### src/rtl/sd_sector_reader.sv
// Fetches one SD sector in SPI mode: issues CMD17, parses R1 and data token, stores the block.
// Optional macro SD_CRC16_EN enables CRC16-CCITT checking of the received data block.
`timescale 1ns/1ps
module sd_sector_reader #(
  parameter int BLOCK_BYTES   = 512,
  parameter int R1_TIMEOUT    = 8,
  parameter int TOKEN_TIMEOUT = 4096,
  localparam int IDX_W = $clog2(BLOCK_BYTES)
) (
  input  logic             clock,
  input  logic             reset,
  input  logic             start,
  input  logic [31:0]      sector_addr,
  output logic             busy,
  output logic             done,
  output logic [2:0]       error,
  output logic [7:0]       r1,
  output logic [47:0]      sd_cmd,
  output logic             sd_start,
  input  logic             sd_byte_valid,
  input  logic [7:0]       sd_byte,
  input  logic [IDX_W-1:0] rd_addr,
  output logic [7:0]       rd_data
);

  localparam int TMAX  = (R1_TIMEOUT > TOKEN_TIMEOUT) ? R1_TIMEOUT : TOKEN_TIMEOUT;
  localparam int CNT_W = $clog2(TMAX + 1);

  typedef enum logic [2:0] {
    S_IDLE, S_SEND, S_WAIT_R1, S_WAIT_TOKEN, S_DATA, S_CRC, S_FIN, S_ERR
  } state_t;

  state_t           state_q, state_d;
  logic             busy_q, busy_d;
  logic             done_q, done_d;
  logic [2:0]       error_q, error_d;
  logic [2:0]       pend_q, pend_d;
  logic [7:0]       r1_q, r1_d;
  logic [47:0]      cmd_q, cmd_d;
  logic             sd_start_q, sd_start_d;
  logic [CNT_W-1:0] cnt_q, cnt_d;
  logic [IDX_W-1:0] idx_q, idx_d;
  logic             buf_we;
  logic [7:0]       mem [BLOCK_BYTES];
  logic [7:0]       rd_data_q;

  function automatic logic [CNT_W-1:0] sat_inc(input logic [CNT_W-1:0] c);
    return (c == {CNT_W{1'b1}}) ? c : c + CNT_W'(1);
  endfunction

`ifdef SD_CRC16_EN
  logic [15:0] crc_calc_q, crc_calc_d;
  logic [15:0] crc_rx_q, crc_rx_d;

  function automatic logic [15:0] crc16_byte(input logic [15:0] c, input logic [7:0] d);
    logic [15:0] r;
    r = c;
    for (int i = 7; i >= 0; i--) begin
      if (r[15] ^ d[i]) r = {r[14:0], 1'b0} ^ 16'h1021;
      else              r = {r[14:0], 1'b0};
    end
    return r;
  endfunction
`endif

  always_comb begin
    state_d    = state_q;
    busy_d     = busy_q;
    done_d     = done_q;
    error_d    = error_q;
    pend_d     = pend_q;
    r1_d       = r1_q;
    cmd_d      = cmd_q;
    sd_start_d = 1'b0;
    cnt_d      = cnt_q;
    idx_d      = idx_q;
    buf_we     = 1'b0;
`ifdef SD_CRC16_EN
    crc_calc_d = crc_calc_q;
    crc_rx_d   = crc_rx_q;
`endif
    case (state_q)
      S_IDLE: begin
        if (start) begin
          cmd_d      = {8'h51, sector_addr, 8'hFF};
          done_d     = 1'b0;
          error_d    = 3'd0;
          busy_d     = 1'b1;
          sd_start_d = 1'b1;
          state_d    = S_SEND;
        end
      end
      S_SEND: begin
        cnt_d   = '0;
        state_d = S_WAIT_R1;
      end
      S_WAIT_R1: begin
        if (sd_byte_valid) begin
          if (sd_byte[7]) begin
            cnt_d = sat_inc(cnt_q);
            if (cnt_d >= CNT_W'(R1_TIMEOUT)) begin
              pend_d  = 3'd1;
              state_d = S_ERR;
            end
          end else begin
            r1_d = sd_byte;
            if (sd_byte == 8'h00) begin
              cnt_d   = '0;
              state_d = S_WAIT_TOKEN;
            end else begin
              pend_d  = 3'd2;
              state_d = S_ERR;
            end
          end
        end
      end
      S_WAIT_TOKEN: begin
        if (sd_byte_valid) begin
          if (sd_byte == 8'hFE) begin
            idx_d   = '0;
`ifdef SD_CRC16_EN
            crc_calc_d = 16'h0000;
`endif
            state_d = S_DATA;
          end else if (sd_byte[7:4] == 4'h0) begin
            pend_d  = 3'd4;
            state_d = S_ERR;
          end else begin
            cnt_d = sat_inc(cnt_q);
            if (cnt_d >= CNT_W'(TOKEN_TIMEOUT)) begin
              pend_d  = 3'd3;
              state_d = S_ERR;
            end
          end
        end
      end
      S_DATA: begin
        if (sd_byte_valid) begin
          buf_we = 1'b1;
`ifdef SD_CRC16_EN
          crc_calc_d = crc16_byte(crc_calc_q, sd_byte);
`endif
          if (idx_q == IDX_W'(BLOCK_BYTES - 1)) begin
            cnt_d   = '0;
            state_d = S_CRC;
          end else begin
            idx_d = idx_q + IDX_W'(1);
          end
        end
      end
      S_CRC: begin
        if (sd_byte_valid) begin
`ifdef SD_CRC16_EN
          crc_rx_d = {crc_rx_q[7:0], sd_byte};
`endif
          if (cnt_q[0]) state_d = S_FIN;
          else          cnt_d   = CNT_W'(1);
        end
      end
      S_FIN: begin
        busy_d  = 1'b0;
        done_d  = 1'b1;
`ifdef SD_CRC16_EN
        error_d = (crc_calc_q != crc_rx_q) ? 3'd5 : 3'd0;
`else
        error_d = 3'd0;
`endif
        state_d = S_IDLE;
      end
      S_ERR: begin
        busy_d  = 1'b0;
        done_d  = 1'b1;
        error_d = pend_q;
        state_d = S_IDLE;
      end
      default: state_d = S_IDLE;
    endcase
  end

  always_ff @(posedge clock) begin
    if (reset) begin
      state_q    <= S_IDLE;
      busy_q     <= 1'b0;
      done_q     <= 1'b0;
      error_q    <= 3'd0;
      pend_q     <= 3'd0;
      r1_q       <= 8'hFF;
      cmd_q      <= 48'h0;
      sd_start_q <= 1'b0;
      cnt_q      <= '0;
      idx_q      <= '0;
    end else begin
      state_q    <= state_d;
      busy_q     <= busy_d;
      done_q     <= done_d;
      error_q    <= error_d;
      pend_q     <= pend_d;
      r1_q       <= r1_d;
      cmd_q      <= cmd_d;
      sd_start_q <= sd_start_d;
      cnt_q      <= cnt_d;
      idx_q      <= idx_d;
    end
  end

`ifdef SD_CRC16_EN
  always_ff @(posedge clock) begin
    crc_calc_q <= crc_calc_d;
    crc_rx_q   <= crc_rx_d;
  end
`endif

  // Buffer survives reset; read returns pre-write contents on a same-index collision
  always_ff @(posedge clock) begin
    if (buf_we) mem[idx_q] <= sd_byte;
    rd_data_q <= mem[rd_addr];
  end

  assign busy     = busy_q;
  assign done     = done_q;
  assign error    = error_q;
  assign r1       = r1_q;
  assign sd_cmd   = cmd_q;
  assign sd_start = sd_start_q;
  assign rd_data  = rd_data_q;

endmodule
### config.mk
export PLATFORM = sky130hd
export DESIGN_NAME = sd_sector_reader
export DESIGN_NICKNAME = d
export VERILOG_FILES = /design/src/rtl/sd_sector_reader.sv
export SDC_FILE = /design/constraint.sdc
export NUM_CORES = 2
export LEC_CHECK = 0
export CAP_MARGIN = 30
export CORE_ASPECT_RATIO = 1.25
export CORE_MARGIN = 2
export CORE_UTILIZATION = 35
export DETAILED_ROUTE_END_ITERATION = 6
export SLEW_MARGIN = 20
export SYNTH_ARGS = -nofsm -noshare
export SYNTH_HDL_FRONTEND = slang
export SYNTH_SLANG_ARGS = --single-unit
### constraint.sdc
create_clock -name clock -period 4 [get_ports clock]
set_input_delay 0.4 -clock clock [delete_from_list [all_inputs] [get_ports clock]]
set_output_delay 0.4 -clock clock [all_outputs]
set_load 0.05 [all_outputs]
; Yosys cells after proc, flatten, opt, wreduce, memory -nomap -nowiden
; Memory sizes are Yosys's and may differ from the RTL's. A register that Yosys moved wholly into a read port is not among the register bits.
; Index checks and enable logic that the tools add are counted.
[word_totals]
register_bits = 83
mem_bits_rw = 4096
in_bits = 53
out_inout_bits = 70
word_cells = 115
mem_count = 1
[mem_list]
columns = name, depth, width, rd, rd_ports_with_merged_regs, wr, line
row1 = mem, 512, 8, 1, 1, 1, 44  ; logic [7:0] mem [BLOCK_BYTES];
[classes]
add_sub_neg = 2
magnitude_cmp = 2
eq_ne = 27
muxes = 51
bitwise_logic = 2
n_reduce_logical = 19
[op_table]
columns = op, count
row1 = $mux 13, 11
row2 = $mux 3, 22
row3 = $pmux 13 s5, 1
row4 = $mux 9, 4
row5 = $ne 2x2->1 const B, 12
row6 = $pmux 3 s7, 1
row7 = $pmux 9 s2, 1
row8 = $reduce_and 9->1, 2
row9 = $add 13x1->13 const B, 1
row10 = $eq 13x13->1 const B, 1
row11 = $ge 13x13->1 const B, 1
row12 = $ge 13x4->1 const B, 1
row13 = $eq 3x3->1 const B, 4
row14 = $ne 3x3->1 const B, 4
row15 = $reduce_and 10->1, 1
row16 = $add 9x1->9 const B, 1
row17 = $eq 9x9->1 const B, 1
row18 = $pmux 3 s3, 1
row19 = $eq 8x8->1 const B, 1
row20 = $logic_not 8->1, 1
row21 = $mux 1, 7
row22 = $reduce_and 7->1, 1
row23 = $eq 3x2->1 const B, 2
row24 = $pmux 3 s2, 1
row25 = other kinds (13), 20

; Longest topological paths before layout
[depth]
word_depth = 8
ltp_mapped = 14
ltp_nobuf = 10

; Worst setup path after synthesis
; OpenSTA, ideal clock, no wires.
[synth_path]
path_kind = reg2reg
start = register idx_q[4]
end = register cnt_q[10]
setup_ns = 0.132
arrival_ns = 2.422
required_ns = 3.868
slack_ns = 1.446
stages_incl_launch_ff = 13
path_buffers = 2
synth_period_minus_slack_ns = 2.554
cell_sequence = dfxtp_1 and2_1 clkbuf_1 nand3_1 nor2_1 ha_1 nor3_1 a311o_1 a211oi_2 clkbuf_1 o21ai_0 nand2_1 a21oi_1
[synth_via]
elab_chain_len = 3
[synth_lines]
columns = element, line
row1 = "start, declared", 42  ; logic [IDX_W-1:0] idx_q, idx_d;
row2 = "start signal, assigned", 202  ; idx_q <= idx_d;
row3 = $eq 9x9->1, 143  ; if (idx_q == IDX_W'(BLOCK_BYTES - 1)) begin
row4 = $ne 2x2->1 (no line), -
row5 = $reduce_and 10->1 (no line), -
row6 = "end signal, assigned", 201  ; cnt_q <= cnt_d;
row7 = "end, declared", 41  ; logic [CNT_W-1:0] cnt_q, cnt_d;
; No other way between the ends.
; A chain may end at the register's enable or synchronous reset.

==> run_results.csv <==
group,metric,value,unit
yosys,synthMuxAreaShare,0.1412,
clocking,cts_buffers,387,
timing,drv_slew,0,
timing,hold_viol_final,0,
timing,fmax,0.2959,GHz
detailed_routing,ant_nets,0,
job,max_cap_viol_count,0,
clocking,htreeDepth,5,
floorplan,core,468700,um^2
detailed_routing,first_pass_iters,7,
floorplan,start_util,0.3516,
yosys,synthArstFlopShare,0,
final_layout,drive_gt1_frac,0.2324,
global_routing,grt_overflow,0,
global_routing,grt_max_degree,191,
worst_setup_path,startpoint_type,"primary input",
clocking,root_buffer,"clkbuf_16",
yosys,yosys.area_share.simple,0.03842,
worst_setup_path,cp_num_buf_inv,3,
pwr,ir_drop,0.3858,mV
timing,min_period,3380,ps
detailed_routing,drtIter0Drc,9879,
detailed_routing,drt-total-wl,456700,um
detailed_routing,vias,87711,
yosys,synth_edf_count,4096,
yosys,yosysTopAreaCell,"edfxtp_1",
yosys,synth_common_cells,"edfxtp_1, mux4_2, nor2_1, mux2i_1, clkbuf_1",
yosys,syn_area,164800,um^2
floorplan,die-area,476300,um^2
worst_setup_path,max_stage_delay,830,ps
global_routing,antenna_found_initial,19,
placement,port_buffers,117,
hold_path,holdPathStages,3,
timing,setup_ws,620.4,ps
timing,max_slew_margin,0.1830,
placement,post-place-ws,-229.3,ps
yosys,avgSynthCellArea,19.27,um^2
final_layout,layout.nets,9501,
worst_setup_path,path_max_fanout,6,
yosys,synthAdderAreaFrac,0.0004556,
worst_setup_path,cp.depth,9,
run_status,status,"finished, violations left",
yosys,ys_types,86,
worst_setup_path,worst_ep_arrival_time,4220,ps
clocking,cts_resized,0,
clocking,clock_path_buffers,4,
pwr,p_leak,61.52,nW
final_layout,final_util,0.4096,
floorplan,rows,281,
worst_setup_path,cpLargestDelayFamily,"simple AND/OR/NAND/NOR gates",
detailed_routing,drc_errors,25,
timing,finClkSkew,75.86,ps
yosys,synth_top_family_by_area,"multiplexers",
global_routing,grt_pass1_vias,89061,
clocking,clock_latency,990,ps
yosys,seq_area_frac_synth,0.7565,
worst_setup_path,crit_chain,"clkdlybuf4s50_1 > buf_4 > nor2_1 > buf_4 > o221ai_1 > nor4_1 > nand3_1 > and4_1 > nor4_1",
yosys,yosys_register_bits,4179,
floorplan,fp.dieW,617.7,um
worst_setup_path,crit_required,4840,ps
yosys,synthTopCellsByArea,"edfxtp_1, mux4_2, mux2i_1",
worst_setup_path,cp-end-kind,"flip-flop",
global_routing,grt_usage,0.1872,
clocking,ctsHoldBuffers,40,
placement,place.gp.congestion,0.9753,
global_routing,grt_pass1_wl,651100,um
yosys,synth_compound_area_frac,0.04127,
timing,whs,68.19,ps
floorplan,ioPinCount,123,
timing,worstMarginPinSlew,1226,ps
yosys,synth_ff_type,"edfxtp_1",
detailed_routing,viasPerCell,5.485,
clocking,cts_tree,"yes",
yosys,synth_top_area_share,0.7464,
timing,grt_setup_unrepaired,"false",
clocking,path_clk_slew,70,ps
hold_path,hp-class,"in -> reg",
yosys,yosysMostFrequentCell,"edfxtp_1",
yosys,synthXorXnorAreaFrac,0.0003189,
worst_setup_path,ff2ff_path_depth,7,
final_layout,finalInstanceArea,192000,um^2
pwr,power_density,480.5,nW/um^2
clocking,clock_sinks,4179,
run_status,violations,"DRC",
yosys,syn_inst,8550,
placement,hpwl,297400,um
placement,dpl_cell_area,178400,um^2
worst_setup_path,crit_slowest_cell,"nor2_1",
timing,setup_viol_count_final,0,
timing,min_period_over_period,0.8449,
final_layout,area_growth,16.49,%
floorplan,die_h,771.1,um
yosys,synth_warnings,0,
worst_setup_path,path_class,"in -> reg",
clocking,post_cts_buffers,0,
detailed_routing,wl_per_cell,28.56,um
==> state kept, by name, indices dropped and copies added, names as in the netlist, 3 cells and up <==
signal / flops
cnt_q: 13
mem: 4096
pend_q: 3
state_q: 3
r1: 8
rd_data: 8
idx_q: 9
sd_cmd: 33
error: 3
==> final cells by class <==
class,instances,area (um^2)
fill,40996,276700
sequential,4179,124700
multi-input combinational,3788,36700
clock buffer,448,10050
timing repair buffer,1066,9646
tap,6226,7790
clock inverter,255,2997
inverter,20,87.58
antenna,10,25.02
==> path summary, 6_finish.rpt <==
check | from | slack, ps | endpoint
max | rd_addr[7] | 620 | rd_data[7]
max reg2reg | state_q[0] | 810 | mem[357][0]
min reg2reg | sd_cmd[15] | 450 | sd_cmd[15]
min | sector_addr[5] | 70 | sd_cmd[13]
==> cells by family after synthesis <==
group / Yosys count
flip-flops: 4179
AND/OR/NAND/NOR: 1412
multiplexers: 1397
AO/OA/AOI/OAI: 962
buffers and inverters: 587
adder cells (fa/ha/maj): 6
XOR/XNOR: 6
other: 1
==> cells in the final DEF, fill, tap and decap left out, types with 65 or more instances in the layout <==
cell | Yosys | layout
edfxtp_1 | 4096 | 4096
buf_4 | 52 | 813
mux4_2 | 709 | 709
nor2_1 | 659 | 659
mux2i_1 | 649 | 649
clkbuf_16 | 0 | 393
nand2_1 | 281 | 264
o221ai_1 | 228 | 228
nor3_1 | 183 | 183
a21oi_1 | 174 | 174
o22ai_1 | 154 | 154
clkdlybuf4s50_1 | 0 | 101
a211oi_1 | 100 | 100
o21ai_0 | 98 | 98
buf_12 | 16 | 89
dfxtp_1 | 83 | 83
clkinv_1 | 0 | 72
nand3_1 | 66 | 65
clkinv_2 | 0 | 65
==> where the power goes <==
group | leakage, nW | internal [W] | total [W] | switching, W
registers | 37.5 | 0.0481 | 0.0483 | 0.000120
logic | 17.7 | 0.00191 | 0.00570 | 0.00379
clock network | 6.32 | 0.0218 | 0.0383 | 0.0164
total | 61.5 | 0.0719 | 0.0922 | 0.0204
==> worst min-delay path, cell delays in order <==
cell             delay, ps
clkdlybuf4s50_1        430
nand2_1                 70
a21oi_1                 60
==> stage by stage <==
step	total power, W	instances	setup TNS (ps)
after floorplan	0.05223	8554	0
after global placement	0.05476	15230	-1342
after detailed placement	0.05485	15234	-962.0
after CTS	0.09278	15977	0
after global routing	0.09456	15985	0
final	0.09223	15992	0
==> metal layers <==
metal	up-vias	wire (um)	global-route usage
met5	-	32	0
met4	4	20250	0.07509
met3	879	32480	0.02929
met2	3858	229600	0.3243
met1	46018	174300	0.2344
li1	36952	-	-
Note: power is estimated with default switching activity, not from simulation.
